==> src/rtl/capture_reg_bank_pkg.sv <==
// capture_reg_bank_pkg: shared types for the capture register bank.
// Holds the run/freeze state encoding and its width so that the top module,
// the per-channel registers and any checker bound to state_o agree on it.
package capture_reg_bank_pkg;

  localparam int STATE_W = 2;

  // Encoding 3 is never produced; the next-state logic folds it back to IDLE.
  typedef enum logic [STATE_W-1:0] {
    IDLE   = 2'd0,
    RUN    = 2'd1,
    FROZEN = 2'd2
  } state_t;

endpackage

==> src/rtl/capture_reg_bank_chan.sv <==
// capture_chan: registers for one capture channel (last value, capture count,
// capture timestamp, wrapping running sum, sticky count-overflow flag).
// Optional feature macro: CAPTURE_REG_BANK_OVF_EN enables the overflow flag;
// when it is undefined ovf is a constant 0 and no overflow logic exists.
module capture_chan
  import capture_reg_bank_pkg::*;
#(
  parameter int WIDTH = 4,
  parameter int CNT_W = 16,
  parameter int TS_W  = 32,
  parameter int ACC_W = 8
) (
  input  logic             clk,
  input  logic             rst,
  input  logic             clr_cnt,
  input  logic             take,
  input  logic [WIDTH-1:0] data,
  input  logic [TS_W-1:0]  cycle,
  output logic [WIDTH-1:0] q,
  output logic [CNT_W-1:0] cnt,
  output logic [TS_W-1:0]  ts,
  output logic [ACC_W-1:0] acc,
  output logic             ovf
);

  // Capture registers: q/ts follow every accepted capture, while a clear
  // outranks a same-cycle capture for the count and the running sum.
  always_ff @(posedge clk) begin
    if (rst) begin
      q   <= '0;
      cnt <= '0;
      ts  <= '0;
      acc <= '0;
    end else begin
      if (take) begin
        q  <= data;
        ts <= cycle;
      end
      if (clr_cnt) begin
        cnt <= '0;
        acc <= '0;
      end else if (take) begin
        cnt <= cnt + 1'b1;
        acc <= acc + ACC_W'(data);
      end
    end
  end

`ifdef CAPTURE_REG_BANK_OVF_EN
  // Sticky overflow: set when a capture rolls cnt from all-ones to zero.
  always_ff @(posedge clk) begin
    if (rst || clr_cnt) begin
      ovf <= 1'b0;
    end else if (take && (&cnt)) begin
      ovf <= 1'b1;
    end
  end
`else
  assign ovf = 1'b0;
`endif

endmodule

==> src/rtl/capture_reg_bank.sv <==
// capture_reg_bank: multi-channel capture register bank with a shared
// IDLE/RUN/FROZEN state machine and a free-running cycle counter.
// Optional feature macro: CAPTURE_REG_BANK_OVF_EN (per-channel sticky
// capture-count overflow flag; ovf reads 0 when the macro is undefined).
// ACC_W must be at least WIDTH so the zero-extended sample fits the sum.
//
// Handshake: channel c transfers on a rising edge where cap_valid[c] and
// cap_ready[c] are both high. cap_ready is a pure decode of the state
// register (high only in RUN), identical for all channels, and never
// depends on cap_valid. Results are visible one cycle after that edge.
module capture_reg_bank
  import capture_reg_bank_pkg::*;
#(
  parameter int WIDTH    = 4,
  parameter int CHANNELS = 2,
  parameter int CNT_W    = 16,
  parameter int TS_W     = 32,
  parameter int ACC_W    = 8
) (
  input  logic                      clk,
  input  logic                      rst,
  input  logic                      start,
  input  logic                      freeze,
  input  logic                      clr_cnt,
  input  logic [CHANNELS-1:0]       cap_valid,
  input  logic [CHANNELS*WIDTH-1:0] cap_data,
  output logic [CHANNELS-1:0]       cap_ready,
  output logic [CHANNELS*WIDTH-1:0] q,
  output logic [CHANNELS*CNT_W-1:0] cnt,
  output logic [CHANNELS*TS_W-1:0]  ts,
  output logic [CHANNELS*ACC_W-1:0] acc,
  output logic [TS_W-1:0]           cycle,
  output logic [CHANNELS-1:0]       ovf,
  output logic [STATE_W-1:0]        state_o
);

  state_t state;
  state_t state_nxt;
  logic   run;

  // State register; reset returns to IDLE.
  always_ff @(posedge clk) begin
    if (rst) begin
      state <= IDLE;
    end else begin
      state <= state_nxt;
    end
  end

  // Next-state decode: start only matters in IDLE, freeze toggles RUN/FROZEN.
  always_comb begin
    state_nxt = IDLE;
    case (state)
      IDLE:    state_nxt = start  ? RUN    : IDLE;
      RUN:     state_nxt = freeze ? FROZEN : RUN;
      FROZEN:  state_nxt = freeze ? FROZEN : RUN;
      default: state_nxt = IDLE;
    endcase
  end

  // Free-running cycle counter, counting in every state and wrapping.
  always_ff @(posedge clk) begin
    if (rst) begin
      cycle <= '0;
    end else begin
      cycle <= cycle + 1'b1;
    end
  end

  assign run       = (state == RUN);
  assign cap_ready = {CHANNELS{run}};
  assign state_o   = state;

  for (genvar c = 0; c < CHANNELS; c++) begin : g_chan
    capture_chan #(
      .WIDTH (WIDTH),
      .CNT_W (CNT_W),
      .TS_W  (TS_W),
      .ACC_W (ACC_W)
    ) u_chan (
      .clk     (clk),
      .rst     (rst),
      .clr_cnt (clr_cnt),
      .take    (cap_valid[c] & run),
      .data    (cap_data[c*WIDTH +: WIDTH]),
      .cycle   (cycle),
      .q       (q[c*WIDTH +: WIDTH]),
      .cnt     (cnt[c*CNT_W +: CNT_W]),
      .ts      (ts[c*TS_W +: TS_W]),
      .acc     (acc[c*ACC_W +: ACC_W]),
      .ovf     (ovf[c])
    );
  end

endmodule

==> config.mk <==
export PLATFORM = sky130hd
export DESIGN_NAME = capture_reg_bank
export DESIGN_NICKNAME = d
export VERILOG_FILES = /design/src/rtl/capture_reg_bank_pkg.sv /design/src/rtl/capture_reg_bank_chan.sv /design/src/rtl/capture_reg_bank.sv
export SDC_FILE = /design/constraint.sdc
export NUM_CORES = 1
export LEC_CHECK = 0
export CAP_MARGIN = 20
export CORE_MARGIN = 3
export CORE_UTILIZATION = 45
export CTS_BUF_LIST = sky130_fd_sc_hd__clkbuf_4 sky130_fd_sc_hd__clkbuf_8
export CTS_CLUSTER_SIZE = 28
export DETAILED_ROUTE_END_ITERATION = 10
export HOLD_SLACK_MARGIN = 0.12
export PLACE_DENSITY = 0.77
export SLEW_MARGIN = 20
export SYNTH_ARGS = -nofsm -noshare
export SYNTH_HDL_FRONTEND = slang
export SYNTH_SLANG_ARGS = --single-unit
==> constraint.sdc <==
create_clock -name clk -period 2.6 [get_ports clk]
set_input_delay 0.78 -clock clk [delete_from_list [all_inputs] [get_ports clk]]
set_output_delay 0.78 -clock clk [all_outputs]
set_load 0.02 [all_outputs]
==> metrics.txt <==
Levels on crit path 1; IR Drop Worst-Case VDD ~0.49 mV; Final #Nets between 900 and 1k; Via Count 5698; Placement Rows 43; commonest register cell after synthesis dfxtp_1; CTS Buf Count 17; flop-to-flop setup slack about 470 ps; number of flops mapped to enable cells by yosys 0; hold_sp g_chan[0].u_chan.ts[11]; total track usage a little over a fifth; hold_ws around 450 ps; Max Cap Viol 0; layout cells sized above 1 roughly 8.7%; CP Launch Point cycle[4]; synth warn 0; top cells by area, synth dfxtp_1 (48%), nand2_1 (11%), a21oi_1 (7.5%); achievable frequency 0.408 GHz; Compound-Gate Fraction of Synth Area under 10%; Top-Level Pins 173; PwrDens roughly 530 nW/um^2; storage element area roughly 3100 um^2; Antenna Cells 0; final wirelength ~17 mm; CTS max path bufs 2; Multi-input gate area around 3000 um^2; Initial Utilization between 40% and 50%; family with the most delay on the worst path buffers and inverters; grt total ovfl 0; Slew @ Worst Pin slightly below 1000 ps; RR Startpoint cycle[4]; #FFs+latches synth 154; DR iter-0 viols around 330; setup bufs post-CTS 0; DRT antenna net count 0; fraction of the mapped netlist area in simple logic gates 26.0%; fin area around 9000 um^2; vias in the first global route around 5.2k; Crit path arrival time ~1700 ps; GP Congestion 0.802; placed cell area between 8000 and 9000 um^2; max_slew headroom roughly a third; HPWL after DPL between 10 and 15 mm; Reg clk slew, reported paths 80 ps; vias per cell between 5 and 6; total power draw ~4.7 mW; worst hold path class reg2reg; post-synthesis mux area share less than 1%; status finished, final reports clean; Critical Path Max Stage Delay slightly below 700 ps; area fraction of the dominant cell type after synthesis around half; Synth Area in Adders under 10%; Filler cells 1178; R2R depth 5; endpoints failing setup 0; kind of critical path reg2out; filler-free cell count of the finished design around 1.1k; Final Max Slew Viols 0; Die Area about 16000 um^2; endpoints failing hold 0; # DRC 0; H-tree depth 4; critical path, cell by cell clkdlybuf4s50_1; required time worst endpoint roughly 1800 ps; Cell variety after synth 40; die height 125 um; cell taking the most area after synthesis dfxtp_1; Async S/R FF share, synth 0%; RSZ-0062 raised after global routing false; Reg-to-Reg End cycle[20]; Worst setup EP type primary output; Slowest cell on crit path clkdlybuf4s50_1; initial antenna violation count 0; CP Launch Type flip-flop; CTS tree yes; # port buffers 170; worst-case clock skew ~11 ps; Area Overhead vs Synth 36.5%; Seq/Total Area, Yosys about 48%; mapped cell area 6420 um^2; die width between 100 and 150 um; Clock Latency Late Sink 450 ps; first-pass GRT wire length ~27 mm; main combinational cell family by area after synthesis simple AND/OR/NAND/NOR gates; Inst Count DP between 1k and 1.5k; drt wl/cell roughly 15 um; WHS Endpoint g_chan[0].u_chan.ts[11]; core area around 14000 um^2; XOR/XNOR Fraction of Synth Area under 10%; clock root buffer clkbuf_8; clock sinks 154; min Tclk post-route 2450 ps; LEAKAGE 2.97 nW; crit path buf inv count 1; Period Utilization, post-route 94.2%; Post-Syn Instances 770; first-pass iteration count of the detailed router 5; Avg Synthesized Cell Area 8.34 um^2; largest fanout on the critical path 7; largest net degree at the start of global routing around 110; Hold Crit Depth 2
==> final cells by class <==
type / instances / share of cell area [%]
clock buffers: 18 / 2.75
inverters: 17 / 0.728
multi-input cells: 548 / 34.8
repair buffers: 188 / 21.7
well taps: 180 / 2.57
flip-flops and latches: 154 / 35.2
clock inverters: 14 / 2.24
==> flip-flops by register name, indices dropped and copies added (netlist names) <==
register	cells
g_chan.u_chan.acc	16
g_chan.u_chan.cnt	32
state_o	2
cycle	32
g_chan.u_chan.q	8
g_chan.u_chan.ts	64
==> routing by layer <==
layer | GRT usage, % | share of wire [%]
met4 | 5.48 | 1.1
met1 | 27.7 | 44
met3 | 7.60 | 8.4
met2 | 33.3 | 46
met5 | 0 | 0
==> layout by cell type, fill, tap and decap left out, drive strengths merged, types with 11 or more instances in the layout <==
cell type / n
nor3: 17
nand4: 15
inv: 19
nor2: 68
nand3: 17
nand2: 183
dfxtp: 154
a21oi: 96
or3: 11
clkbuf: 18
clkdlybuf4s50: 167
ha: 14
xnor2: 40
xor2: 16
buf: 19
o21ai: 12
==> logic make-up (layout without fill, tap and decap cells) <==
family / count (synthesis) / after routing
DFF: 154 / 154
xor gates and xnor gates: 56 / 56
other: 1 / 2
and+or+nand+nor: 352 / 352
AOI/OAI and AO/OA: 119 / 119
buffers and inverters: 69 / 237
adders and majority gates: 16 / 16
muxes: 3 / 3
==> where the power goes <==
group,switching (mW),internal [mW]
Combinational,0.183,0.110
Sequential,0.0135,2.37
Clock,0.916,1.06
==> cell usage after synthesis, types with 2 or more instances <==
master      n
and3_1     10
ha_1       14
buf_2       7
nand3_1    17
nor2b_1     7
clkbuf_2    2
buf_6       2
xnor2_1    40
and2_1      4
nand2_1   183
a21oi_1    96
nor3_1      9
buf_1      11
nor3_2      7
a31o_2      2
and4_1      6
nand4_2     3
nor4_2      8
clkbuf_1   26
inv_1      17
a211oi_1    4
nand2b_1    2
xor2_1     16
a21o_1      3
o21ai_0    12
nor2_1     68
buf_4       4
nand4_1    12
or3_1      11
dfxtp_1   154
mux2_2      3
fa_1        2
==> stage by stage <==
step           TNS, ps  setup WS, ps  utilization, %
2_1_floorplan        0           449               -
3_3_place_gp      -188          -154            59.7
3_5_place_dp      -238          -184            59.7
4_1_cts              0          24.0            62.9
5_1_grt              0          63.6            62.9
6_report             0           150            62.9
==> what timing repair did <==
item	CTS	global route
hold buffers	0	0
setup endpoints to repair	2	3
resized for setup	1	3
==> worst min-delay path: stages, from the launching register on <==
cell and delay (ps):
dfxtp_1 310, nand2_1 50, a21oi_1 50
==> worst max-delay path by stage <==
| stage | slack, ps | to |
|---|---|---|
| after CTS | 20 | cap_ready[1] |
| final | 150 | cycle[4] |
| after detailed placement | -180 | g_chan[1].u_chan.acc[6] |
| after global routing | 60 | cycle[13] |
| after global placement | -150 | g_chan[1].u_chan.acc[6] |
| after floorplan | 450 | g_chan[1].u_chan.acc[6] |
Power figures use the tool's default switching activity.
